<file path="src/rtl/breakout_pkg.sv">
// Shared constants for the breakout brick/score logic.
// State codes, brick index width, NO_BRICK sentinel, default field size.
package breakout_pkg;

  localparam logic [1:0] ST_IDLE    = 2'd0;
  localparam logic [1:0] ST_PLAY    = 2'd1;
  localparam logic [1:0] ST_CLEARED = 2'd2;
  localparam logic [1:0] ST_OVER    = 2'd3;

  localparam int BRICK_IDX_W    = 10;
  localparam int DEF_NUM_BRICKS = 12;

  localparam logic [BRICK_IDX_W-1:0] NO_BRICK = 10'd15;

endpackage

</file>
<file path="src/rtl/score_accum.sv">
// Saturating score accumulator, adds INC per add_en pulse.
// Ports: clk, reset (sync, high), clr, add_en -> sum[W-1:0].
module score_accum #(
  parameter int W   = 16,
  parameter int INC = 10
) (
  input  logic         clk,
  input  logic         reset,
  input  logic         clr,
  input  logic         add_en,
  output logic [W-1:0] sum
);

  localparam int WX = W + 1;
  localparam logic [W:0] INC_X = WX'(INC);
  localparam logic [W:0] MAX_X = {1'b0, {W{1'b1}}};

  logic [W:0] nxt;

  // one spare bit so the carry out is visible to the clamp
  assign nxt = {1'b0, sum} + INC_X;

  always_ff @(posedge clk) begin
    if (reset || clr) begin
      sum <= '0;
    end else if (add_en) begin
      sum <= (nxt > MAX_X) ? {W{1'b1}} : nxt[W-1:0];
    end
  end

endmodule

</file>
<file path="src/rtl/brick_manager.sv">
// Breakout brick field, score, lives and play/clear/over sequencing.
// In: clk, reset, start, hit_valid, brick_num, ball_lost.
// Out: brick_status, score, lives, hit_ack, level_clear, game_over,
//      game_state. Define BRICK_HIT_LOCKOUT_EN for hit lockout.
module brick_manager
  import breakout_pkg::*;
#(
  parameter int NUM_BRICKS       = DEF_NUM_BRICKS,
  parameter int POINTS_PER_BRICK = 10,
  parameter int START_LIVES      = 3,
  parameter int SCORE_W          = 16,
  parameter int CLEAR_HOLD       = 60,
  parameter int HIT_LOCKOUT      = 4
) (
  input  logic                   clk,
  input  logic                   reset,
  input  logic                   start,
  input  logic                   hit_valid,
  input  logic [BRICK_IDX_W-1:0] brick_num,
  input  logic                   ball_lost,
  output logic [NUM_BRICKS-1:0]  brick_status,
  output logic [SCORE_W-1:0]     score,
  output logic [1:0]             lives,
  output logic                   hit_ack,
  output logic                   level_clear,
  output logic                   game_over,
  output logic [1:0]             game_state
);

  if (START_LIVES < 1 || START_LIVES > 3 ||
      CLEAR_HOLD < 1 || HIT_LOCKOUT < 0) begin : g_cfg_err
    $error("brick_manager: parameter out of range");
  end

  localparam int HOLD_W = $clog2(CLEAR_HOLD + 1);

  localparam logic [NUM_BRICKS-1:0] ALL_ONE = '1;
  localparam logic [BRICK_IDX_W-1:0] NB_IDX =
    BRICK_IDX_W'(NUM_BRICKS);
  localparam logic [HOLD_W-1:0] HOLD_LD = HOLD_W'(CLEAR_HOLD - 1);
  localparam logic [1:0] LIVES_LD = 2'(START_LIVES);

  logic [1:0]            state;
  logic [1:0]            state_n;
  logic [NUM_BRICKS-1:0] bricks_n;
  logic [NUM_BRICKS-1:0] hit_mask;
  logic [NUM_BRICKS-1:0] bricks_left;
  logic [HOLD_W-1:0]     hold_q;
  logic [HOLD_W-1:0]     hold_n;
  logic [1:0]            lives_n;
  logic                  hit_ok;
  logic                  accept;
  logic                  enter_play;

  assign game_state = state;

  // out-of-range indices shift the 1 off the top, leaving an empty mask
  assign hit_mask    = NUM_BRICKS'(1) << brick_num;
  assign bricks_left = brick_status & ~hit_mask;

  assign accept = (state == ST_PLAY) && hit_valid && hit_ok &&
                  (brick_num != NO_BRICK) &&
                  (brick_num < NB_IDX) &&
                  (|(brick_status & hit_mask));

  assign enter_play = start &&
                      ((state == ST_IDLE) || (state == ST_OVER));

`ifdef BRICK_HIT_LOCKOUT_EN
  localparam int LOCK_W = $clog2(HIT_LOCKOUT + 1);

  logic [LOCK_W-1:0] lock_q;

  always_ff @(posedge clk) begin
    if (reset || enter_play) begin
      lock_q <= '0;
    end else if (accept) begin
      lock_q <= LOCK_W'(HIT_LOCKOUT);
    end else if (lock_q != '0) begin
      lock_q <= lock_q - LOCK_W'(1);
    end
  end

  assign hit_ok = (lock_q == '0);
`else
  assign hit_ok = 1'b1;
`endif

  always_comb begin
    state_n  = state;
    bricks_n = brick_status;
    lives_n  = lives;
    hold_n   = hold_q;
    unique case (state)
      ST_IDLE, ST_OVER: begin
        if (start) begin
          state_n  = ST_PLAY;
          bricks_n = ALL_ONE;
          lives_n  = LIVES_LD;
        end
      end
      ST_PLAY: begin
        if (accept) begin
          bricks_n = bricks_left;
        end
        if (ball_lost && (lives != 2'd0)) begin
          lives_n = lives - 2'd1;
        end
        // losing the last life outranks clearing the last brick
        if (ball_lost && (lives == 2'd1)) begin
          state_n = ST_OVER;
        end else if (accept && (bricks_left == '0)) begin
          state_n = ST_CLEARED;
          hold_n  = HOLD_LD;
        end
      end
      ST_CLEARED: begin
        if (hold_q == '0) begin
          state_n  = ST_PLAY;
          bricks_n = ALL_ONE;
        end else begin
          hold_n = hold_q - HOLD_W'(1);
        end
      end
    endcase
  end

  always_ff @(posedge clk) begin
    if (reset) begin
      state        <= ST_IDLE;
      brick_status <= '0;
      lives        <= LIVES_LD;
      hold_q       <= '0;
      hit_ack      <= 1'b0;
      level_clear  <= 1'b0;
      game_over    <= 1'b0;
    end else begin
      state        <= state_n;
      brick_status <= bricks_n;
      lives        <= lives_n;
      hold_q       <= hold_n;
      hit_ack      <= accept;
      level_clear  <= (state_n == ST_CLEARED);
      game_over    <= (state_n == ST_OVER);
    end
  end

  score_accum #(
    .W   (SCORE_W),
    .INC (POINTS_PER_BRICK)
  ) u_score (
    .clk    (clk),
    .reset  (reset),
    .clr    (enter_play),
    .add_en (accept),
    .sum    (score)
  );

endmodule

</file>
<file path="config.mk">
export PLATFORM = sky130hd
export DESIGN_NAME = brick_manager
export DESIGN_NICKNAME = d
export VERILOG_FILES = /design/src/rtl/breakout_pkg.sv /design/src/rtl/score_accum.sv /design/src/rtl/brick_manager.sv
export SDC_FILE = /design/constraint.sdc
export NUM_CORES = 1
export LEC_CHECK = 0
export ABC_AREA = 0
export CORE_ASPECT_RATIO = 1.1
export CORE_MARGIN = 1.5
export CORE_UTILIZATION = 30
export DETAILED_ROUTE_END_ITERATION = 8
export PLACE_DENSITY = 0.55
export RECOVER_POWER = 25
export SETUP_SLACK_MARGIN = 0.02
export SLEW_MARGIN = 20
export SYNTH_ARGS = -nofsm -noshare
export SYNTH_HDL_FRONTEND = slang
export SYNTH_SLANG_ARGS = --single-unit
</file>
<file path="constraint.sdc">
create_clock -name clk -period 4 [get_ports clk]
set_clock_uncertainty 0.1 [all_clocks]
set_input_delay 0.8 -clock clk [delete_from_list [all_inputs] [get_ports clk]]
set_output_delay 0.8 -clock clk [all_outputs]
set_load 0.02 [all_outputs]
</file>
* After elaboration in Yosys (flattened, before gate mapping)
Index checks and enable logic that the tools add are counted.
Widths: inputs -> output; s select.
** Word-level totals
- Flip-flop bits (word level) :: 41
- Output and inout bits :: 35
- Logic and storage cells :: 69
** Operators by class
- $add $sub $neg :: 3
- Equal/unequal tests :: 14
- Reductions and logical operators :: 21
- Bitwise operators :: 3
- Order comparisons :: 2
- Shift operators :: 1
- Muxes and demuxes :: 17
** Operators by type and width (count)
- $mux 12 :: 3
- $pmux 12 s3 :: 1
- $and 12x12->12 :: 2
- $mux 6 :: 3
- $add 16x4->17 const B :: 1
- $gt 17x16->1 const B :: 1
- $mux 16 :: 1
- $logic_not 12->1 :: 1
- $mux 2 :: 6
- $not 12->12 :: 1
- $pmux 6 s2 :: 1
- $reduce_or 12->1 :: 1
- $shl 1x10->12 const A :: 1
- $lt 10x4->1 const B :: 1
- $ne 10x4->1 const B :: 1
- $ne 2x2->1 const B :: 5
- $eq 2x2->1 const B :: 4
- $logic_and 1x1->1 :: 8
- $logic_not 6->1 :: 1
- $pmux 2 s3 :: 1
- $reduce_and 3->1 :: 2
- $reduce_bool 2->1 :: 3
- $sub 6x1->6 const B :: 1
- $eq 2x1->1 const B :: 2
- other kinds (7) :: 9

* Logic depth before layout (Yosys ltp)
Gate-level depths: netlist of the first run.
- Depth after elaboration :: 10
- Mapped depth :: 10
- Gate-level depth less buffers :: 9

* Hierarchy
Synthesis of the first run repeated with hierarchy kept, for this count alone.
** Second synthesis, totals
- Cells, all modules :: 328
- Area, all modules :: 2627.5 µm²
** Modules (own cells, without submodules)
- brick_manager :: seq. area each 500.5 µm², area an instance 1676.6 µm², cells an instance 207, times used 1
- score_accum :: seq. area each 320.3 µm², area an instance 950.9 µm², cells an instance 121, times used 1

* Least setup slack after synthesis of the first run
OpenSTA, ideal clock, no wires.
- Path type :: input -> register
- Start point :: in brick_num[4]
- End point :: reg brick_status[10]
- Stages on the path :: 8
- Slack :: 1.152 ns
- Data required time :: 3.760 ns
- Data arrival time :: 2.608 ns
- Path through :: buf_2 -> nor3b_1 -> nand3_1 -> a31o_2 -> a31o_4 -> or3b_4 -> nor2_1 -> a21oi_1
** On the way
- Longest elaborated chain between the ends :: 6
- Elaborated cells between the ends (all ways) :: 14
- Those cells by class :: 1 x order compare; 2 x eq/ne; 1 x shift; 2 x mux; 3 x bitwise; 5 x reduce/logical
** Ends and longest elaborated chain
- from (decl) :: RTL line brick_manager.sv:19 : input logic [BRICK_IDX_W-1:0] brick_num,
- parallel branches: the longest is 6 deep, another holds $lt 10x4->1
- to (signal assigned) :: RTL line brick_manager.sv:139 : brick_status <= bricks_n;
- to (decl) :: RTL line brick_manager.sv:21 : output logic [NUM_BRICKS-1:0] brick_status,
Several ways; the timed one is not identified. The select of a mux whose other input is x is not followed.
A chain may end at the register's enable or synchronous reset.

* Final worst setup path of the first run
- Start point :: in brick_num[2]
- End point :: reg brick_status[2]
The elaborated chain is that of the path after synthesis.

==> results.md, run 1 <==
* Row cnt at 35
* Register area share after synthesis at 30.7%
* Ys async rst share at 0%
* Critical path endpoint category: flop
* Hold Vio Cnt, Final at 0
* Maximum vdd ir drop at around 150 µV
* Hold Path Stages at 2
* DRC Markers at 0
* Clk pwr share at approximately 27%
* Crit path cell chain: clkdlybuf4s50_1, nor4b_2, nand2_1, or3_4, a31o_4, or3b_4, nor2_1, a21oi_1
* Relative slew margins at 56.0%
* Maximum clock insertion buffer count at 2
* Post-CTS Setup Bufs at 0
* GPL Wtd Cong at a little under 0.9
* Hold Crit Class: reg -> reg
* Buffers on Ports at 49
* Post-DR wirelength/cell at approximately 16 µm
* Yosys cell types at between 60 and 70
* Crit Reg-Reg Endpoint: u_score.sum[12]$_SDFFE_PP0P_
* Post-DP HPWL at between 5 and 6 mm
* CTS tree: done
* Reg power frac at between 40% and 50%
* Crit-path max FO at 8
* CP arrival at 3440 ps
* Slew Limit Fails at 0
* Die height at 102 µm
* Share of cells above drive strength 1 at slightly below 10%
* Core Region at ~0.0085 mm²
* DP Area at 0.00328 mm²
* Design area at approximately 0.0034 mm²
* Critical Path Slowest Stage Cell: clkdlybuf4s50_1
* Final period utilization at between 80% and 90%
* CTS sink count at 41
* I/O pin count at 50
* Area occupied by multi-input gates at about 0.0017 mm²
* Ys flop type: dfxtp_1
* Hold endpoint: hold_q[1]$_SDFFE_PP0P_
* RSZ-0062 raised after global routing: no
* Nets@finish at 400
* Largest net degree at the start of global routing at 21
* Initial antenna violation count at 0
* Worst-Skew Late Latency at approximately 290 ps
* R2R Path Start: u_score.sum[1]$_SDFFE_PP0P_
* Post-Route Setup TNS at 0 ps
* CTS Root Cell: clkbuf_8
* CTS resizes at 0
* Worst Setup Path Type: in -> reg
* Post-cts hold buffer count at 0
* Synth Net Count at 355
* Final setup violation count at 0
* Worst Hold Margin at 404 ps
* Combinational share of power at 27.3%
* Initial Util at 31.5%
* Measured slew at the worst slew-check pin at about 660 ps
* Worst Path Buf+Inv at 1
* H-tree depth at 2
* P_sw at between 300 and 400 µW
* Die Area at ~0.0095 mm²
* Setup crit start kind: input pin
* Area of the mapped netlist at approximately 0.0027 mm²
* Crit-path leading delay family: simple AND/OR/NAND/NOR gates
* Total grt overflow at 0
* Fill count at 870
* Mapped Cells at approximately 330
* GRT Total Usage at about 16%
* P_leak at about 0.0012 µW
* Fmax achieved at between 0.2 and 0.3 GHz
* Post-synth top area share at a little under a third
* Area leader, netlist: dfxtp_1
* Final WL at 7.61 mm
* Pre-Repair DR Iteration Count at 4
* Max incr delay on CP at around 540 ps
* Seq cells post-synth at 41
* Vias in the first global route at about 2.5k
* Detailed-route via count at 2766
* Status: complete, no violations
* Synthesized area per cell at between 8 and 9 µm²
* Routed Antenna Nets at 0
* Worst-case reg-to-reg path depth at 8
* First-pass GRT wire length at 12.5 mm
* FF/Latch Area at a little over 800 µm²
* Clk slew on worst S/H paths at approximately 80 ps
* Diodes inserted at 0
* Cell Pwr Density at between 300 and 400 mW/mm²
* Yosys warns at 0
* Synth area leaders: dfxtp_1 (31%), a21oi_1 (4.7%), o21ai_0 (4.7%)
* Final min period at about 3400 ps
* Total of max-cap violations at 0
* Worst min-delay path startpoint: hold_q[1]$_SDFFE_PP0P_
* Required time worst endpoint at approximately 4100 ps
* Int Pwr at approximately 700 µW
* CTS buffer count at 5
* Switching share of power at about a third
* R2R setup slack at between 1000 and 1500 ps
* Initial DRC count at roughly 180
* Die X at 93.0 µm
* P&R area growth vs syn at 25.8%
* Post-synth EDFFs at 0
* Vias per std cell at 5.66
[metrics by stage]
step	cells	util, %	worst slack, ps	power, µW
2_1_floorplan	333	-	1150	654
3_3_place_gp	482	38.6	379	765
3_5_place_dp	482	38.6	327	763
4_1_cts	489	39.6	644	1050
5_1_grt	489	39.6	491	1080
6_report	489	39.6	630	1030
[flip-flops by register name (all words and copies together) (netlist names)]
signal,count
u_score.sum,16
brick_status,12
hold_q,6
game_state,2
lives,2
game_over,1
hit_ack,1
level_clear,1
[layout make-up]
type                    count  share of cell area, %
inverters                  20                   2.23
repair buffers             54                   15.7
flip-flops and latches     41                   24.4
clock buffers               7                   2.57
well taps                 111                   4.13
multi-input cells         256                   51.0
[layer usage]
layer | GRT usage, % | share of wire (%) | vias to the layer above
met3 | 3.35 | 5.4 | 9
met4 | 4.78 | 1.1 | 0
met2 | 26.7 | 48 | 99
met5 | 0 | 0 | -
li1 | - | - | 1345
met1 | 21.7 | 46 | 1313
[power groups by stage]
stage / Combinational [µW] / Clock [µW] / Sequential (µW)
after floorplan: 162 / 0 / 492
after global placement: 286 / 0 / 479
after detailed placement: 286 / 0 / 478
after CTS: 287 / 290 / 469
after global routing: 309 / 297 / 474
final: 282 / 280 / 469
[synthesized netlist by cell type, types with 5 or more instances]
library cell / number
o21ai_0: 25
nor3_1: 10
nor4_1: 5
nor3b_1: 5
nand3_1: 14
clkbuf_1: 8
a31oi_1: 11
nand4_1: 11
inv_1: 20
dfxtp_1: 41
nor2_1: 26
nand2_1: 19
ha_1: 7
buf_2: 8
and3_1: 6
a211oi_1: 8
nor2b_1: 6
a21oi_1: 25
[kinds of logic after synthesis]
logic type,synth area share [%]
and+or+nand+nor,30.6
xor gates and xnor gates,1.31
muxes,2.01
DFF,30.7
AOI/OAI and AO/OA,26.7
buffers and inverters,5.43
adders and majority gates,3.27
[how the worst max path moves through the flow]
| stage | endpoint | cells after the start | slack [ps] | start |
|---|---|---|---|---|
| final | brick_status[2]$_SDFFE_PP0P_ | 8 | 630 | brick_num[2] |
| after floorplan | brick_status[10]$_SDFFE_PP0P_ | 8 | 1150 | brick_num[4] |
| after detailed placement | brick_status[2]$_SDFFE_PP0P_ | 8 | 330 | brick_num[2] |
| after global placement | brick_status[2]$_SDFFE_PP0P_ | 8 | 380 | brick_num[2] |
| after CTS | brick_status[2]$_SDFFE_PP0P_ | 8 | 640 | brick_num[2] |
| after global routing | hold_q[2]$_SDFFE_PP0P_ | 8 | 490 | brick_num[4] |
[tightest hold or removal path: cells and delay by family (launching register included)]
kind / cells / cell delay [ps]
DFF: 1 / 320
AOI/OAI and AO/OA: 1 / 50
and+or+nand+nor: 1 / 100
[cell usage in the layout (no fill, tap or decap), types with 2 or more instances in the layout]
| cell type | netlist | layout |
|---|---|---|
| xnor2_1 | 3 | 3 |
| a31o_2 | 4 | 4 |
| o21ai_0 | 25 | 25 |
| o2111ai_1 | 3 | 3 |
| a211oi_1 | 8 | 8 |
| nor4_1 | 5 | 5 |
| nor3_2 | 3 | 3 |
| nand4_1 | 11 | 11 |
| ha_1 | 7 | 7 |
| and4_1 | 2 | 2 |
| a31oi_1 | 11 | 10 |
| clkbuf_8 | 0 | 6 |
| nor3_1 | 10 | 10 |
| nor2_1 | 26 | 26 |
| a21oi_1 | 25 | 25 |
| and2_1 | 3 | 3 |
| o21a_1 | 3 | 3 |
| buf_4 | 0 | 5 |
| and3_1 | 6 | 6 |
| nor3_4 | 2 | 2 |
| nand2b_1 | 2 | 2 |
| dlygate4sd3_1 | 0 | 18 |
| nor2b_1 | 6 | 6 |
| a311oi_1 | 2 | 2 |
| inv_1 | 20 | 20 |
| clkdlybuf4s50_1 | 0 | 31 |
| nor3b_1 | 5 | 5 |
| and4b_1 | 2 | 2 |
| nor4b_1 | 2 | 2 |
| nand2_1 | 19 | 19 |
| or2_2 | 3 | 3 |
| dfxtp_1 | 41 | 41 |
| or3_1 | 3 | 3 |
| a221oi_2 | 2 | 2 |
| a41o_1 | 2 | 2 |
| nand4b_1 | 4 | 4 |
| mux2i_1 | 2 | 2 |
| nand3_1 | 14 | 14 |
| a21o_1 | 2 | 2 |
Note: power is estimated with default switching activity, not from simulation.
==> run 2: changes to the inputs <==
--- a/config.mk
+++ b/config.mk
@@ -10,7 +10,7 @@
 export CORE_MARGIN = 1.5
 export CORE_UTILIZATION = 30
 export DETAILED_ROUTE_END_ITERATION = 8
-export PLACE_DENSITY = 0.55
+export PLACE_DENSITY = 0.57
 export RECOVER_POWER = 25
 export SETUP_SLACK_MARGIN = 0.02
 export SLEW_MARGIN = 20
==> constraint.sdc (replaced) <==
create_clock -name clk -period 2.9 [get_ports clk]
set_clock_uncertainty 0.1 [all_clocks]
set_input_delay 0.58 -clock clk [delete_from_list [all_inputs] [get_ports clk]]
set_output_delay 0.58 -clock clk [all_outputs]
set_load 0.02 [all_outputs]
==> results.md, run 2 (synthesized netlist as in run 1, its figures left out) <==
* Status: complete, no violations
* Initial antenna violation count at 0 (unchanged)
* GRT Total Usage at 17.8% (+1.5 points)
* Hold Vio Cnt, Final at 0 (unchanged)
* GPL Wtd Cong at 0.893 (-0.23%)
* Total grt overflow at 0 (unchanged)
* P_leak at 0.00153 µW (+28%)
* DP Worst Slack at -325 ps (-652 ps)
* Worst-case reg-to-reg path depth at 9 (+1)
* Die height at 102 µm (unchanged)
* Cell Pwr Density at 415 mW/mm² (+35%)
* Share of cells above drive strength 1 at 21.2% (+11 points)
* Critical Path Start: brick_num[7]
* Maximum clock insertion buffer count at 2 (unchanged)
* Required time worst endpoint at 3040 ps (-1030 ps)
* Detailed-route via count at 2944 (+6.4%)
* I/O pin count at 50 (unchanged)
* Commonest cells after routing, fill and taps aside: buf_4 (51), dfxtp_1 (41), nor2_1 (26), o21ai_0 (25), a21oi_1 (25)
* Worst-Skew Late Latency at 300 ps (about the same)
* Measured slew at the worst slew-check pin at 485 ps (-176 ps)
* Clk slew on worst S/H paths at 90 ps (about the same)
* Critical path endpoint category: flop
* Vias per std cell at 5.49 (-2.9%)
* Hold Crit Class: reg -> reg
* Design area at 0.00381 mm² (+13%)
* Final period utilization at around 96%
* Crit path to: hold_q[2]$_SDFFE_PP0P_
* First-pass GRT wire length at 13.6 mm (+8.8%)
* Nets@finish at 446 (+12%)
* Post-DP HPWL at 6.18 mm (+10%)
* Initial Util at 31.5% (unchanged)
* Final setup violation count at 0 (unchanged)
* Buffers on Ports at 49 (unchanged)
* Crit-path max FO at 5 (-3)
* R2R setup slack at 340 ps (-820 ps)
* RSZ-0062 raised after global routing: yes
* Die Area at 0.00949 mm² (unchanged)
* Worst Hold Margin at 400 ps (-3.61 ps)
* Fmax achieved at roughly 0.36 GHz
* P&R area growth vs syn at 42.3%
* Largest regs: u_score.sum x16, brick_status x12, hold_q x6
* Crit Reg-Reg Endpoint: brick_status[11]$_SDFFE_PP0P_
* Worst Setup Path Type: in -> reg
* DRC Markers at 0 (unchanged)
* H-tree depth at 2 (unchanged)
* Largest register FFs at 16 (unchanged)
* CTS tree: done
* Die X at 93.0 µm (unchanged)
* Row cnt at 35 (unchanged)
* Post-CTS Setup Bufs at 0 (unchanged)
* Largest net degree at the start of global routing at 21 (unchanged)
* CTS buffer count at 5 (unchanged)
* Slew Limit Fails at 0 (unchanged)
* Initial DRC count at 100 (-44%)
* Commonest non-fill, non-tap cell in the layout: buf_4
* R2R Path Start: hold_q[0]$_SDFFE_PP0P_
* Post-DR wirelength/cell at 15.2 µm (-2.1%)
* Pre-Repair DR Iteration Count at 4 (unchanged)
* Final core utilization at 44.8% (+5.2 points)
* Final WL at 8.17 mm (+7.3%)
* Post-cts hold buffer count at 0 (unchanged)
* # placed instances at 528 (+9.5%)
* Maximum vdd ir drop at 196 µV (+33%)
* Final instance count without filler cells at 536 (+9.6%)
* CTS Root Cell: clkbuf_8
* Setup crit start kind: input pin
* CP arrival at 2920 ps (-520 ps)
* Final worst setup slack at 125 ps (-506 ps)
* Final min period at 2780 ps
* Core Region at 0.00850 mm² (unchanged)
* DP Area at 0.00362 mm² (+10%)
* Diodes inserted at 0 (unchanged)
* Relative slew margins at 67.7% (+12 points)
* CTS sink count at 41 (unchanged)
* Total of max-cap violations at 0 (unchanged)
* Vias in the first global route at 2813 (+12%)
* Routed Antenna Nets at 0 (unchanged)
* Biggest register: u_score.sum
[run 2: changes by cell type in the layout (fill, tap and decap cells not counted), sizes merged]
cell	change
bufinv	+1
buf	+46
clkbuf	-1
clkinvlp	+1
dlygate4sd2	+1
dlymetal6s2s	+8
dlygate4sd3	-1
clkdlybuf4s50	-8
[run 2: layer usage]
| metal | wire length (µm) | track usage (%) | part of all wire, % |
|---|---|---|---|
| met5 | 0 | 0 | 0 |
| met4 | 104 | 6.18 | 1.3 |
| met3 | 369 | 3.05 | 4.5 |
| met2 | 3970 | 29.9 | 49 |
| met1 | 3720 | 23.1 | 46 |
[run 2: worst min path at each step]
stage / start / to / slack, ps / cells after the start
finish: u_score.sum[0]$_SDFFE_PP0P_ / u_score.sum[0]$_SDFFE_PP0P_ / 400 / 2
global route: hold_q[3]$_SDFFE_PP0P_ / hold_q[3]$_SDFFE_PP0P_ / 430 / 2
CTS: hold_q[1]$_SDFFE_PP0P_ / hold_q[1]$_SDFFE_PP0P_ / 400 / 2
detailed placement: hold_q[1]$_SDFFE_PP0P_ / hold_q[1]$_SDFFE_PP0P_ / 390 / 2
global placement: hold_q[1]$_SDFFE_PP0P_ / hold_q[1]$_SDFFE_PP0P_ / 380 / 2
floorplan: hold_q[3]$_SDFFE_PP0P_ / hold_q[3]$_SDFFE_PP0P_ / 360 / 2
[run 2: through the flow]
step	TNS (ps)	total power (µW)
4_1_cts	0	1590
3_3_place_gp	-7870	1090
2_1_floorplan	0	902
3_5_place_dp	-8240	1090
5_1_grt	0	1660
6_report	0	1580
[run 2: worst max-delay path: stages]
cell and delay (ps):
clkdlybuf4s50_1 470, or3_4 380, o31a_1 300, a221o_1 270, nor3_2 200, a41o_2 270
buf_4 150, a41o_1 180, a32o_1 120
[run 2: timing repair]
action,4_1_cts,5_1_grt
endpoints found under the setup margin,6,31
gates resized for setup,4,13
pin swaps,0,2
gates cloned,0,0
[run 2: power breakdown]
group / internal (µW) / switching [µW] / total [µW]
combinational: 200 / 234 / 434
sequential: 602 / 50.4 / 653
clock: 280 / 213 / 493
total: 1080 / 497 / 1580
[run 2: layout make-up]
cell class	instances	area, µm²
Clock buffer	6	82.6
Multi-Input combinational cell	256	1760
Timing Repair Buffer	100	892
Inverter	20	75.1
Clock inverter	2	37.5
Sequential cell	41	821
Tap cell	111	139
Fill cell	847	4690
==> run 3: changes to the inputs <==
--- a/config.mk
+++ b/config.mk
@@ -9,11 +9,13 @@
 export CORE_ASPECT_RATIO = 1.1
 export CORE_MARGIN = 1.5
 export CORE_UTILIZATION = 30
+export CTS_BUF_LIST = sky130_fd_sc_hd__clkbuf_16
 export DETAILED_ROUTE_END_ITERATION = 8
+export HOLD_SLACK_MARGIN = 0.1
 export PLACE_DENSITY = 0.57
 export RECOVER_POWER = 25
 export SETUP_SLACK_MARGIN = 0.02
-export SLEW_MARGIN = 20
+export SLEW_MARGIN = 0
 export SYNTH_ARGS = -nofsm -noshare
 export SYNTH_HDL_FRONTEND = slang
 export SYNTH_SLANG_ARGS = --single-unit
==> results.md, run 3 (synthesized netlist as in run 1, its figures left out) <==
* Crit-path max FO at 7 (+2)
* CTS buffer count at 5 (unchanged)
* Slew Limit Fails at 0 (unchanged)
* Required time worst endpoint at 3030 ps (about the same)
* Status: complete, no violations
* Diodes inserted at 0 (unchanged)
* Relative slew margins at 67.1% (-0.55 points)
* Measured slew at the worst slew-check pin at 493 ps (+8.27 ps)
* Post-DP HPWL at 6.18 mm (unchanged)
* Final core utilization at 45.3% (+0.52 points)
* Vias in the first global route at 2795 (-0.64%)
* Commonest cells after routing, fill and taps aside: buf_4 (51), dfxtp_1 (41), nor2_1 (26), o21ai_0 (25), a21oi_1 (25)
* Core Region at 0.00850 mm² (unchanged)
* Final setup violation count at 0 (unchanged)
* Hold Crit Class: reg -> reg
* Routed Antenna Nets at 0 (unchanged)
* Die X at 93.0 µm (unchanged)
* H-tree depth at 2 (unchanged)
* Worst-Skew Late Latency at 290 ps (about the same)
* Clk slew on worst S/H paths at 60 ps (-30 ps)
* Fmax achieved at 0.374 GHz (+3.8%)
* Largest net degree at the start of global routing at 21 (unchanged)
* Final instance count without filler cells at 536 (unchanged)
* GRT Total Usage at 17.8% (-0.031 points)
* I/O pin count at 50 (unchanged)
* Post-DR wirelength/cell at 15.3 µm (+0.66%)
* Final WL at 8.22 mm (+0.66%)
* RSZ-0062 raised after global routing: no
* Final min period at 2670 ps (-101 ps)
* Detailed-route via count at 2953 (+0.31%)
* Initial DRC count at 95 (-5.0%)
* Total grt overflow at 0 (unchanged)
* Initial Util at 31.5% (unchanged)
* Post-CTS Setup Bufs at 0 (unchanged)
* Row cnt at 35 (unchanged)
* Largest regs: u_score.sum x16, brick_status x12, hold_q x6
* Nets@finish at 446 (unchanged)
* Final period utilization at 92.2% (-3.5 points)
* Critical path endpoint category: flop
* DRC Markers at 0 (unchanged)
* GPL Wtd Cong at 0.893 (unchanged)
* CTS sink count at 41 (unchanged)
* Hold Vio Cnt, Final at 0 (unchanged)
* Die Area at 0.00949 mm² (unchanged)
* Fill count at 845 (-0.24%)
* P&R area growth vs syn at 43.9%
* Largest register FFs at 16 (unchanged)
* Total of max-cap violations at 0 (unchanged)
* Post-Route Setup TNS at 0 ps (unchanged)
* Cell Pwr Density at 448 mW/mm² (+8.0%)
* CTS Root Cell: clkbuf_16
* Biggest register: u_score.sum
* Design Power at 1730 µW (+9.3%)
* CTS tree: done
* Maximum clock insertion buffer count at 2 (unchanged)
* P_leak at 0.00156 µW (+1.9%)
* Vias per std cell at 5.51 (+0.31%)
* Worst Setup Path Type: in -> reg
* Die height at 102 µm (unchanged)
* Buffers on Ports at 49 (unchanged)
* Setup crit start kind: input pin
* Pre-Repair DR Iteration Count at 6 (+2)
* CP arrival at 2800 ps (-120 ps)
* Maximum vdd ir drop at 204 µV (+4.4%)
* DP Worst Slack at -325 ps (unchanged)
* # placed instances at 528 (unchanged)
* First-pass GRT wire length at 13.5 mm (-0.35%)
* Final worst setup slack at 226 ps (+101 ps)
* Initial antenna violation count at 0 (unchanged)
* Share of cells above drive strength 1 at 20.7% (-0.47 points)
* Commonest non-fill, non-tap cell in the layout: buf_4
## run 3: metal layers
metal | global-route usage [%] | vias to the layer above | wire [µm]
li1 | - | 1453 | -
met1 | 23.1 | 1390 | 3730
met2 | 30.0 | 94 | 3940
met3 | 2.83 | 16 | 386
met4 | 6.06 | 0 | 170
met5 | 0 | - | 0
## run 3: path summary, 6_finish.rpt
kind                                     from                      endpoint  slack (ps)  depth (start not counted)
setup / recovery                 brick_num[0]        hold_q[2]$_SDFFE_PP0P_         230                          9
hold reg to reg   u_score.sum[0]$_SDFFE_PP0P_   u_score.sum[0]$_SDFFE_PP0P_         400                          2
setup reg to reg  u_score.sum[5]$_SDFFE_PP0P_  u_score.sum[12]$_SDFFE_PP0P_         320                          8
hold / removal    u_score.sum[0]$_SDFFE_PP0P_   u_score.sum[0]$_SDFFE_PP0P_         400                          2
## run 3: layout make-up
| cell class | instances | area [µm²] | area share, % |
|---|---|---|---|
| well taps | 111 | 139 | 3.61 |
| inverters | 20 | 75.1 | 1.95 |
| clock buffers | 5 | 125 | 3.25 |
| flip-flops and latches | 41 | 821 | 21.3 |
| multi-input cells | 256 | 1750 | 45.6 |
| clock inverters | 3 | 41.3 | 1.07 |
| repair buffers | 100 | 895 | 23.2 |
## run 3: through the flow
stage               hold WS (ps)  instance area [µm²]
floorplan                    360                 2680
global placement             384                 3620
detailed placement           386                 3620
CTS                          397                 3800
global route                 430                 3850
finish                       401                 3850
## run 3: what timing repair did
action | in CTS | in global routing
gates resized for setup | 4 | 13
pin swaps | 0 | 2
setup endpoints to repair | 12 | 36
hold buffers | 0 | 0
## run 3: report_power, final
| group | switching, µW | total, µW | internal [µW] |
|---|---|---|---|
| clock network | 234 | 637 | 403 |
| registers | 50.3 | 653 | 603 |
| logic | 236 | 435 | 200 |
## run 3: critical path, cell delays in order
cell	delay, ps
dlygate4sd2_1	350
or3b_1	400
o31a_1	280
a221o_1	270
nor3_2	200
a41o_2	270
buf_4	150
a41o_1	180
a32o_1	120
